===== config.mk =====
export PLATFORM = sky130hd
export DESIGN_NAME = std_invoke
export DESIGN_NICKNAME = d
export VERILOG_FILES = /design/src/rtl/std_invoke.sv
export SDC_FILE = /design/constraint.sdc
export NUM_CORES = 1
export LEC_CHECK = 0
export ABC_AREA = 1
export BUFFER_PORTS_ARGS = -buffer_cell sky130_fd_sc_hd__buf_2
export CORE_AREA = 5 5 114 94
export DETAILED_ROUTE_END_ITERATION = 8
export DIE_AREA = 0 0 119 99
export GPL_TIMING_DRIVEN = 1
export PLACE_DENSITY = 0.83
export SLEW_MARGIN = 30
export SYNTH_ARGS = -nofsm -noshare
export SYNTH_HDL_FRONTEND = slang
export SYNTH_SLANG_ARGS = --single-unit

===== constraint.sdc =====
create_clock -name clk -period 1.7 [get_ports clk]
set_input_delay 0.17 -clock clk [delete_from_list [all_inputs] [get_ports clk]]
set_output_delay 0.17 -clock clk [all_outputs]
set_load 0.01 [all_outputs]

===== src/rtl/std_invoke.sv =====
// Initiator that issues valid/ready requests to a callee primitive and folds each
// callee result back as the next left operand. A hung callee is caught by a timeout.
module std_invoke #(
    parameter int width     = 32,
    parameter int cnt_width = 8,
    parameter int timeout   = 255
) (
    input  logic                 clk,
    input  logic                 reset,
    input  logic                 go,
    input  logic [cnt_width-1:0] iters,
    input  logic [width-1:0]     left_in,
    input  logic [width-1:0]     right_in,
    output logic                 busy,
    output logic                 done,
    output logic                 timed_out,
    output logic [width-1:0]     result,
    output logic                 callee_valid,
    output logic                 callee_reset,
    output logic [width-1:0]     callee_left,
    output logic [width-1:0]     callee_right,
    input  logic                 callee_ready,
    input  logic [width-1:0]     callee_out
);

    localparam int WAIT_W = $clog2(timeout + 1);
    // Value of the wait counter during the last ISSUE cycle before giving up.
    localparam logic [WAIT_W-1:0] WAIT_LAST = WAIT_W'(timeout - 1);

    localparam logic [2:0] S_IDLE  = 3'd0;
    localparam logic [2:0] S_ISSUE = 3'd1;
    localparam logic [2:0] S_GAP   = 3'd2;
    localparam logic [2:0] S_DONE  = 3'd3;
    localparam logic [2:0] S_ERR   = 3'd4;

    logic [2:0]           state_q, state_d;
    logic [width-1:0]     acc_q, acc_d;
    logic [width-1:0]     rhs_q, rhs_d;
    logic [width-1:0]     result_q, result_d;
    logic [cnt_width-1:0] rem_q, rem_d;
    logic [WAIT_W-1:0]    wait_q, wait_d;
    logic                 timed_out_q, timed_out_d;

    always_comb begin
        state_d     = state_q;
        acc_d       = acc_q;
        rhs_d       = rhs_q;
        result_d    = result_q;
        rem_d       = rem_q;
        wait_d      = wait_q;
        timed_out_d = timed_out_q;
        case (state_q)
            S_IDLE: begin
                if (go) begin
                    acc_d       = left_in;
                    result_d    = left_in;
                    rhs_d       = right_in;
                    rem_d       = iters;
                    wait_d      = '0;
                    timed_out_d = 1'b0;
                    state_d     = (iters == '0) ? S_DONE : S_ISSUE;
                end
            end
            S_ISSUE: begin
                // A response in the final allowed cycle still counts: ready wins over timeout.
                if (callee_ready) begin
                    acc_d    = callee_out;
                    result_d = callee_out;
                    rem_d    = rem_q - 1'b1;
                    wait_d   = '0;
                    state_d  = (rem_q == cnt_width'(1)) ? S_DONE : S_GAP;
                end else begin
                    wait_d = wait_q + 1'b1;
                    if (wait_q == WAIT_LAST) begin
                        state_d = S_ERR;
                    end
                end
            end
            S_GAP:   state_d = S_ISSUE;
            S_DONE:  state_d = S_IDLE;
            S_ERR: begin
                timed_out_d = 1'b1;
                state_d     = S_IDLE;
            end
            default: state_d = S_IDLE;
        endcase
    end

    always_ff @(posedge clk or negedge reset) begin
        if (!reset) begin
            state_q     <= S_IDLE;
            acc_q       <= '0;
            rhs_q       <= '0;
            result_q    <= '0;
            rem_q       <= '0;
            wait_q      <= '0;
            timed_out_q <= 1'b0;
        end else begin
            state_q     <= state_d;
            acc_q       <= acc_d;
            rhs_q       <= rhs_d;
            result_q    <= result_d;
            rem_q       <= rem_d;
            wait_q      <= wait_d;
            timed_out_q <= timed_out_d;
        end
    end

    // All outputs decode from registered state, so reset clears them immediately.
    assign busy         = (state_q != S_IDLE);
    assign done         = (state_q == S_DONE) || (state_q == S_ERR);
    assign callee_valid = (state_q == S_ISSUE);
    assign callee_reset = (state_q == S_ERR);
    assign callee_left  = acc_q;
    assign callee_right = rhs_q;
    assign result       = result_q;
    assign timed_out    = timed_out_q;

endmodule


==> metrics.txt <==
Post-route DRC 0; RSZ-0062 raised after global routing true; #FFs+latches synth 84; # diodes 0; CTS tree done; top-area cell type share of the netlist area between 40 and 50%; syn avg cell area roughly 7.9 µm²; final instance area ~0.0055 mm²; CP delay by family, top buffers and inverters; routed vias/inst 4.89; Overall Power about 0.011 W; vias in the first global route 3918; CTS clk-pin slew, worst paths 60 ps; H-tree levels 3; CP max-delay cell dfrtp_1; post-place instance area approximately 0.0052 mm²; grt total ovfl 0; Netlist cell types 26; IO buf count around 210; Skew-Pair Late Insertion Delay about 330 ps; minimum clock period 1610 ps; largest net degree at the start of global routing 47; FF-to-FF setup slack 130 ps; worst slew pin tran roughly 570 ps; final setup fails 0; Routed Antenna Nets 0; DRT iter0 DRCs roughly 280; Worst VDD drop roughly 880 µV; main area contributors after synthesis dfrtp_1 (49%), nand2_1 (17%), buf_4 (5.7%); RePlAce Congestion roughly 0.85; die height between 90 and 100 µm; core area ~0.0094 mm²; crit path buf inv count 4; site row count 32; Max Slew Vio Count 0; ys async rst share 100%; hold crit path type in2reg; die width between 100 and 150 µm; Hold Violations, Final 0; Setup Skew about 7.5 ps; sequential element share of the synthesized area about half; Total GRT Usage 19.9%; placed instance count just over 800; synth cell count leaders nand2_1 (189), dfrtp_1 (84), o21ai_0 (47), o21ai_1 (34), inv_1 (33); Yosys Warn Count 0; CP Launch Type flop; Rel. slew slack 62.3%; global-route wire length before repair between 15000 and 20000 µm; P&R area growth vs syn 30.5%; Post-synth EDFFs 0; Total Wirelength approximately 12000 µm; WL per Instance 14.1 µm; clk sink count between 80 and 90; Lkg Pwr between 3 and 4 nW; Top FF cell, synth dfrtp_1; CP Class reg2out; Nets approximately 830; CP peak stage delay ~400 ps; CTS Root Cell clkbuf_16; CTS Buffer Depth 2; WP data arrival roughly 1400 ps; worst path required time about 1500 ps; CTS Buf Count 9; syn nets between 600 and 700; power per cell area 2010 mW/mm²; Fmax achieved around 620 MHz; outcome complete, no violations; most common cell in the netlist nand2_1; I/O pin cnt 209; final core occ 58.7%; post-synth top area cell dfrtp_1; drt first pass iters 4; Vias slightly above 4000; Mapped Area roughly 0.0042 mm²; fin crit share between 90% and 100%; Synth Instances roughly 540; Layout Cells excl Fill around 840; # Max-Cap Violations 0; post-DP HPWL around 9000 µm; die area about 0.012 mm²; Initial Utilization about 45%; Final WS setup slightly below 90 ps; fraction of layout cells with a size suffix above 1 between 30% and 40%; CP Capture Type output port; crit-path max FO 30; pre-CTS setup slack ~140 ps; CP Cell Sequence inv_2 > nand3_2 > inv_4 > buf_12 > buf_2; antenna violations before repair 0
timing repair:
| action | 4_1_cts | 5_1_grt |
|---|---|---|
| endpoints found under the setup margin | 1 | 1 |
| setup buffers | 1 | 1 |
| pin swaps | 0 | 0 |
| gates resized for setup | 1 | 0 |
| hold buffers | 1 | 0 |
| hold endpoints to repair | 39 | 0 |
power by group:
group	switching (W)	internal, W	total (W)
clock network	0.000730	0.00120	0.00193
registers	0.000695	0.00296	0.00365
logic	0.00338	0.00218	0.00556
total	0.00481	0.00634	0.0111
worst min-delay path, delay by kind of cell:
kind / cells / cell delay [ps]
buffers and inverters: 1 / 70
AND/OR/NAND/NOR: 2 / 80
through the flow:
step / hold WS, ps / setup TNS, ps
floorplan: -126 / 0
global placement: 191 / 0
detailed placement: 201 / 0
CTS: 15.1 / 0
global route: 26.8 / -8.11
finish: 30.0 / 0
final timing paths:
path                               from               end  depth (start not counted)
min                        right_in[23]  callee_right[23]                          3
max                          state_q[2]      callee_valid                          5
min reg2reg                   timed_out         timed_out                          2
max reg2reg                  state_q[0]        result[17]                          7
min in group asynchronous         reset        result[19]                          2
max in group asynchronous         reset  callee_right[18]                          3
routing by layer:
metal	GRT usage, %	vias up	wire length, µm	share of wire [%]
met5	0	-	0	0
met4	6.14	0	148	1.3
met3	5.62	13	964	8.1
met1	23.9	1893	4820	41
met2	34.7	176	5910	50
li1	-	2012	-	-
flip-flops by register name, summed over array words and instances (netlist names):
register      cells
wait_q            8
callee_right     32
state_q           3
result           32
rem_q             8
timed_out         1
layout by cell type (no fill, tap or decap):
cell type      instances
buf_2                207
nand2_1              189
dfrtp_1               84
o21ai_0               47
o21ai_1               34
inv_1                 33
or2_1                 31
nor2_1                22
nand3_1               18
clkbuf_16              9
buf_4                  9
nand4_1                4
ha_1                   4
buf_12                 4
o22ai_1                3
inv_2                  2
o21bai_1               2
clkbuf_8               2
nand3_2                1
inv_4                  1
nor2_4                 1
a21oi_1                1
nand3_4                1
nand2_2                1
nand2_4                1
nor3_1                 1
xor2_1                 1
or2_2                  1
clkbuf_1               1
clkinv_2               1
bufinv_16              1
dlygate4sd3_1          1
area by class of cell:
type / instances / area (µm²)
clock buffer: 12 / 256
clock inverter: 2 / 35.0
tap: 119 / 149
fill: 839 / 3900
timing repair buffer: 221 / 1190
sequential: 84 / 2100
inverter: 36 / 138
multi-input combinational: 363 / 1670
cells by family after synthesis:
kind of cell	after synthesis	synth area share, %
and+or+nand+nor	271	27.5
adders and majority gates	4	1.18
xor gates and xnor gates	1	0.206
AOI/OAI and AO/OA	87	10.5
DFF	84	49.5
buffers and inverters	89	11.2
No activity file was read; power rests on OpenSTA's default activity.
